[src/rtl/synch_fifo_16x8bit.sv]
// Single-clock FIFO, DEPTH x DATA_SIZE, with registered read data.
// Flags decode from the occupancy register only, so no input reaches an output combinationally.
module synch_fifo_16x8bit #(
  parameter int DATA_SIZE = 8,
  parameter int DEPTH     = 16
) (
  input  logic [DATA_SIZE-1:0] data_in,
  input  logic                 wr_en,
  input  logic                 rd_en,
  input  logic                 clk,
  input  logic                 reset_n,
  output logic                 fifo_full,
  output logic                 fifo_empty,
  output logic [DATA_SIZE-1:0] data_out
);

  localparam int AW = $clog2(DEPTH);

  logic [DATA_SIZE-1:0] mem [DEPTH];
  logic [AW-1:0]        wr_ptr;
  logic [AW-1:0]        rd_ptr;
  logic [AW:0]          count;
  logic                 wr_ok;
  logic                 rd_ok;

  // Handshake: a write is taken when wr_en=1 and fifo_full=0 at the rising edge,
  // a read when rd_en=1 and fifo_empty=0; otherwise the request is silently dropped.
  assign fifo_full  = (count == (AW+1)'(DEPTH));
  assign fifo_empty = (count == '0);
  assign wr_ok      = wr_en && !fifo_full;
  assign rd_ok      = rd_en && !fifo_empty;

  // Storage is not reset; stale words are unreachable because count clears.
  always_ff @(posedge clk) begin
    if (wr_ok) mem[wr_ptr] <= data_in;
  end

  always_ff @(posedge clk or posedge reset_n) begin
    if (reset_n) begin
      wr_ptr   <= '0;
      rd_ptr   <= '0;
      count    <= '0;
      data_out <= '0;
    end else begin
      if (wr_ok) wr_ptr <= wr_ptr + AW'(1);
      if (rd_ok) begin
        data_out <= mem[rd_ptr];
        rd_ptr   <= rd_ptr + AW'(1);
      end
      case ({wr_ok, rd_ok})
        2'b10:   count <= count + (AW+1)'(1);
        2'b01:   count <= count - (AW+1)'(1);
        default: count <= count;
      endcase
    end
  end

endmodule

[config.mk]
export PLATFORM = sky130hd
export DESIGN_NAME = synch_fifo_16x8bit
export DESIGN_NICKNAME = d
export VERILOG_FILES = /design/src/rtl/synch_fifo_16x8bit.sv
export SDC_FILE = /design/constraint.sdc
export NUM_CORES = 1
export LEC_CHECK = 0
export CORE_MARGIN = 2
export CORE_UTILIZATION = 50
export CTS_CLUSTER_SIZE = 12
export DETAILED_ROUTE_END_ITERATION = 8
export PLACE_DENSITY = 0.72
export SLEW_MARGIN = 20
export SYNTH_ARGS = -nofsm -noshare
export SYNTH_HDL_FRONTEND = slang
export SYNTH_SLANG_ARGS = --single-unit
[constraint.sdc]
create_clock -name clk -period 3.2 [get_ports clk]
set_clock_uncertainty 0.05 [all_clocks]
set_input_delay 0.64 -clock clk [delete_from_list [all_inputs] [get_ports clk]]
set_output_delay 0.64 -clock clk [all_outputs]
set_load 0.02 [all_outputs]
; Word level (Yosys, flattened, before mapping)
; Memories as Yosys holds them, arrays and structs flattened. A register that Yosys moved wholly into a read port is not among the register bits.
; Index checks and enable logic that the tools add are counted.
[totals]
reg_bits = 13
ram_bits = 128
inputBits = 12
out_inout_bits = 10
elab_cells = 20
memories = 1
[op_classes]
n_addsub = 4
eq_ne = 3
muxes = 3
n_reduce_logical = 6
[mem_list]
columns = memory, depth, width, rd, rd_ports_with_merged_regs, wr, line
row1 = mem, 16, 8, 1, 1, 1, 19  ; logic [DATA_SIZE-1:0] mem [DEPTH];
[op_table]
columns = operator, n
row1 = $pmux 5 s2, 1
row2 = $add 4x1->4 const B, 2
row3 = $add 5x1->5 const B, 1
row4 = $eq 5x5->1 const B, 1
row5 = $logic_not 5->1, 1
row6 = $sub 5x1->5 const B, 1
row7 = $eq 2x1->1 const B, 1
row8 = $eq 2x2->1 const B, 1
row9 = $logic_and 1x1->1, 2
row10 = $logic_not 1->1, 2
row11 = $mux 1, 2
row12 = $reduce_bool 2->1, 1

; Longest topological paths before layout
[logic_depth]
depth_word = 5
depth_mapped = 13
ltp_nobuf = 12

; Worst setup path after synthesis
; No wires, ideal clock.
[synth_path]
path_kind = reg-to-reg
startpoint = register count[0]
endpoint = register count[4]
setup_time_ns = 0.126
arrival_ns = 2.736
t_required_ns = 3.024
slack_ns = 0.288
path_stages_with_launch = 11
path_buffers = 0
period_less_slack_ns = 2.912
cell_sequence = dfrtp_1 -> or4_4 -> o21ai_4 -> inv_1 -> ha_1 -> ha_1 -> nor2b_1 -> o21ai_0 -> a21oi_1 -> or3b_2 -> xnor2_1
[synth_via]
elab_chain_len = 5
elab_cells_between_ends = 12
cone_classes = add/sub: 2 / eq/ne: 3 / mux: 1 / reduce/logical: 6
[synth_rtl]
columns = item, line
row1 = start: declaration, 22  ; logic [AW:0] count;
row2 = start signal: assignment, 51  ; 2'b10: count <= count + (AW+1)'(1);
row3 = start signal: assignment, 52  ; 2'b01: count <= count - (AW+1)'(1);
row4 = start signal: assignment, 53  ; default: count <= count;
row5 = $logic_not 5->1 *, 29  ; assign fifo_empty = (count == '0);
row6 = $logic_not 1->1 *, 31  ; assign rd_ok = rd_en && !fifo_empty;
row7 = $logic_and 1x1->1 *, 31
row8 = net rd_ok, 24  ; logic rd_ok;
row9 = $eq 2x1->1 / $eq 2x2->1 (equally long branches), 50  ; case ({wr_ok, rd_ok})
row10 = $pmux 5 s2 / $reduce_bool 2->1 (equally long branches), n/a
; The timed path passes the listed nets; every way through them passes the cells marked *.
; A chain may end at the register's enable or synchronous reset.

; Worst setup path after layout
; Ends and elaborated chain as after synthesis.

==> Flow_metrics.wiki <==
{| class="wikitable"
! Metric !! Value
|-
| Placed instance area || 6470 sq um
|-
| Achievable clock frequency || 335 MHz
|-
| Number of flip-flops and latches in the synthesized netlist || 149
|-
| Static leakage || 2.45 nW
|-
| Most area-consuming cells after synthesis || sky130_fd_sc_hd__edfxtp_1 (65%), sky130_fd_sc_hd__mux4_2 (13%), sky130_fd_sc_hd__dfrtp_1 (8.8%)
|-
| Number of buffers created by CTS || 17
|-
| Worst-case hold slack || 0.426 ns
|-
| Die boundary height || 113 um
|-
| Dominant register cell in the synthesized netlist || sky130_fd_sc_hd__edfxtp_1
|-
| Number of H-tree levels || 4
|-
| Syn_area_per_cell || 18.7 sq um
|-
| Final critical-path setup slack || 0.214 ns
|-
| Pwr dens || between 800 and 900 nW/um^2
|-
| Category of the critical setup timing path || reg -> reg
|-
| Layout filler cell count || 864
|-
| Number of hold buffers added after CTS || 0
|-
| Crit path required time || 3.45 ns
|-
| Mapped Area || 5940 sq um
|-
| Cell type contributing the most total cell area after synthesis || sky130_fd_sc_hd__edfxtp_1
|-
| Num rows || 39
|-
| Global-route wire length before repair || around 18000 um
|-
| Post-synth ARST share || approximately 14%
|-
| Post-CTS Setup Inserts || 0
|-
| Layout cell share with drive strength beyond 1 || between 20% and 30%
|-
| Cell-internal power || 4.44 mW
|-
| Post-placement setup slack || around 0.081 ns
|-
| Count of final hold-check violations || 0
|-
| Antenna diode count || 0
|-
| Number of buffers between clock root and the deepest sink || 2
|-
| Switching part of the total || 29.7%
|-
| Total power || 6.31 mW
|-
| Global-route congestion overflow total || 0
|-
| Max-slew headroom at the worst pin || about a third
|-
| DR DRC count || 2
|-
| Layout Nets || ~400
|-
| Final std cells w/o fill || 523
|-
| Antenna Violating Nets Remaining || 0
|-
| Number of optimization iterations in the first detailed-route pass || 6
|-
| Total die area || between 10000 and 15000 sq um
|-
| DR WL/cell || 21.4 um
|-
| Area taken by multi-input logic gates || around 1500 sq um
|-
| Number of resized instances in the post-cts repair step || 0
|-
| Via count of the first global-routing pass || approximately 3100
|-
| Violated checks || design-rule violations
|-
| Yosys top cell area share || 64.7%
|-
| Tightest Pin Transition || 0.997 ns
|-
| Largest net degree at the start of global routing || 25
|-
| Critical Path Source Type || flop
|-
| Most instantiated library cell after synthesis || sky130_fd_sc_hd__edfxtp_1
|-
| Data arrival, critical path || 3.23 ns
|-
| Relative area change from synthesis to final layout || 18.1%
|-
| Warning count from the yosys run || 0
|-
| Final core area utilization || 60.9%
|-
| Setup repair after global routing missed its margin || no
|-
| CTS clock-pin slew for the worst setup and hold paths || about 0.060 ns
|-
| Half-perimeter wire length of the detailed placement result || 7320 um
|-
| Gate count of the mapped netlist || 317
|-
| Type of destination of the critical path || flop
|-
| Post-route design area || 7010 sq um
|-
| Initial core utilization || 51.6%
|-
| Sequential cell area in the final layout || 4370 sq um
|-
| Type of the most critical hold path || reg -> reg
|-
| Period Utilization, post-route || between 90% and 100%
|-
| Insertion delay to the later sink of the worst-skew pair || 0.42 ns
|-
| Outcome || finished, violations left
|-
| Time the worst path needs with I/O delays and setup || around 3 ns
|-
| Total global-route track usage || about 19%
|-
| Synth Net Count || 339
|-
| Number of enable flip-flop cells after synthesis || 128
|-
| Number of top-level pins || 22
|-
| Via density || 5.68
|-
| Power spent charging and discharging nets || between 1.5 and 2 mW
|-
| Share of total power in combinational logic || 27.8%
|-
| Number of cells in the design after placement || 492
|-
| Core box area || 11500 sq um
|-
| CTS tree || done
|-
| Setup slack on the worst flop-to-flop path || 0.21 ns
|-
| Most frequent cells after synthesis || sky130_fd_sc_hd__edfxtp_1 (128), sky130_fd_sc_hd__mux4_2 (33), sky130_fd_sc_hd__nand2_1 (30)
|-
| Clk pwr share || 29.0%
|-
| Clock tree sinks || 149
|-
| Top fanout value on the critical path || 5
|-
| Worst-case vdd ir drop || a little under 0.5 mV
|-
| 1st-iter DRT viols || 253
|-
| Overall die width || 113 um
|-
| Count of distinct cell types in the synthesized netlist || 30
|-
| Share of the yosys chip area belonging to registers || between 70% and 80%
|-
| Port-buffer cells || 21
|-
| Endpoints failing setup || 0
|-
| Placer's final routability congestion estimate || 0.829
|-
| Accumulated negative setup slack || 0 ns
|-
| Number of antenna violations at the first check in global routing || 0
|-
| Max capacitance violation total || 0
|-
| Clock root buffer master || sky130_fd_sc_hd__clkbuf_16
|-
| Total via count after detailed routing || 2972
|-
| WL final || 11200 um
|-
| Reg power frac || between 40% and 50%
|-
| Pins over their slew limit || 0
|}
## placed cells by master, fill, tap and decap left out
| cell type | instances |
|---|---|
| sky130_fd_sc_hd__inv_1 | 10 |
| sky130_fd_sc_hd__xor2_1 | 2 |
| sky130_fd_sc_hd__nor4_1 | 1 |
| sky130_fd_sc_hd__nor3_1 | 4 |
| sky130_fd_sc_hd__clkinv_1 | 5 |
| sky130_fd_sc_hd__o21ai_0 | 11 |
| sky130_fd_sc_hd__nand2b_1 | 3 |
| sky130_fd_sc_hd__a21oi_1 | 2 |
| sky130_fd_sc_hd__xnor2_1 | 8 |
| sky130_fd_sc_hd__and2_1 | 1 |
| sky130_fd_sc_hd__o21ai_4 | 1 |
| sky130_fd_sc_hd__buf_4 | 26 |
| sky130_fd_sc_hd__edfxtp_1 | 128 |
| sky130_fd_sc_hd__buf_12 | 1 |
| sky130_fd_sc_hd__clkbuf_1 | 1 |
| sky130_fd_sc_hd__nor2_1 | 13 |
| sky130_fd_sc_hd__or4_4 | 1 |
| sky130_fd_sc_hd__mux2i_1 | 8 |
| sky130_fd_sc_hd__dfrtp_2 | 1 |
| sky130_fd_sc_hd__nor2b_1 | 1 |
| sky130_fd_sc_hd__o221ai_1 | 7 |
| sky130_fd_sc_hd__or2_2 | 1 |
| sky130_fd_sc_hd__clkinv_2 | 3 |
| sky130_fd_sc_hd__ha_1 | 9 |
| sky130_fd_sc_hd__clkdlybuf4s50_1 | 21 |
| sky130_fd_sc_hd__dfrtp_1 | 20 |
| sky130_fd_sc_hd__bufinv_16 | 2 |
| sky130_fd_sc_hd__nand2_1 | 30 |
| sky130_fd_sc_hd__mux4_2 | 33 |
| sky130_fd_sc_hd__clkinvlp_4 | 3 |
| sky130_fd_sc_hd__fa_1 | 1 |
| sky130_fd_sc_hd__a21o_1 | 1 |
| sky130_fd_sc_hd__clkbuf_16 | 17 |
| sky130_fd_sc_hd__or3b_2 | 1 |
| sky130_fd_sc_hd__nand3_1 | 1 |
| sky130_fd_sc_hd__nand4_1 | 2 |
## worst paths after layout
kind,startpoint,end,cells past startpoint
hold / removal,data_out[2]$_DFFE_PP0P_,data_out[2]$_DFFE_PP0P_,2
max in group asynchronous,reset_n,rd_ptr[0]$_DFFE_PP0P_,2
setup reg to reg,count[0]$_DFFE_PP0P_,count[4]$_DFFE_PP0P_,10
min in group asynchronous,reset_n,rd_ptr[1]$_DFFE_PP0P_,2
setup / recovery,count[0]$_DFFE_PP0P_,count[4]$_DFFE_PP0P_,10
hold reg to reg,data_out[2]$_DFFE_PP0P_,data_out[2]$_DFFE_PP0P_,2
## area by class of cell
class | count | area share, %
clock buffer | 18 | 6.12
clock inverter | 13 | 1.66
inverter | 10 | 0.535
multi-input combinational | 142 | 20.8
sequential | 149 | 62.3
tap | 143 | 2.55
timing repair buffer | 48 | 6.06
## sequential cells by signal, indices dropped and copies added, names as in the netlist
register	cells
count	5
wr_ptr	4
data_out	8
mem	128
rd_ptr	4
## power by group through the flow
| stage | clock network [mW] | logic, mW | registers [mW] |
|---|---|---|---|
| 2_1_floorplan | 0 | 1.28 | 2.62 |
| 4_1_cts | 1.88 | 1.78 | 2.74 |
| 6_report | 1.83 | 1.75 | 2.72 |
| 3_3_place_gp | 0 | 1.72 | 2.75 |
| 5_1_grt | 1.95 | 1.90 | 2.78 |
| 3_5_place_dp | 0 | 1.77 | 2.77 |
## metal layers
layer / global-route usage (%) / up-vias / wire [um]
met4: 9.84 / 0 / 159
li1: - / 1338 / -
met1: 26.2 / 1524 / 4730
met3: 5.09 / 10 / 743
met5: 0 / - / 0
met2: 29.7 / 100 / 5550
## cell families after synthesis
kind of cell             synth area share, %
multiplexers                            13.9
AND/OR/NAND/NOR                         4.42
buffers and inverters                   1.94
adder cells (fa/ha/maj)                 2.23
flip-flops                              73.5
XOR/XNOR                                1.47
AO/OA/AOI/OAI                           2.53
## critical path, cell delays in order, from the launching register on
cell                      delay, ns
sky130_fd_sc_hd__dfrtp_1       0.43
sky130_fd_sc_hd__or4_4         0.56
sky130_fd_sc_hd__o21ai_4       0.15
sky130_fd_sc_hd__inv_1         0.08
sky130_fd_sc_hd__ha_1          0.25
sky130_fd_sc_hd__ha_1          0.34
sky130_fd_sc_hd__nor2b_1       0.14
sky130_fd_sc_hd__o21ai_0       0.19
sky130_fd_sc_hd__a21oi_1       0.09
sky130_fd_sc_hd__or3b_2        0.45
sky130_fd_sc_hd__xnor2_1       0.13
Power figures use the tool's default switching activity.
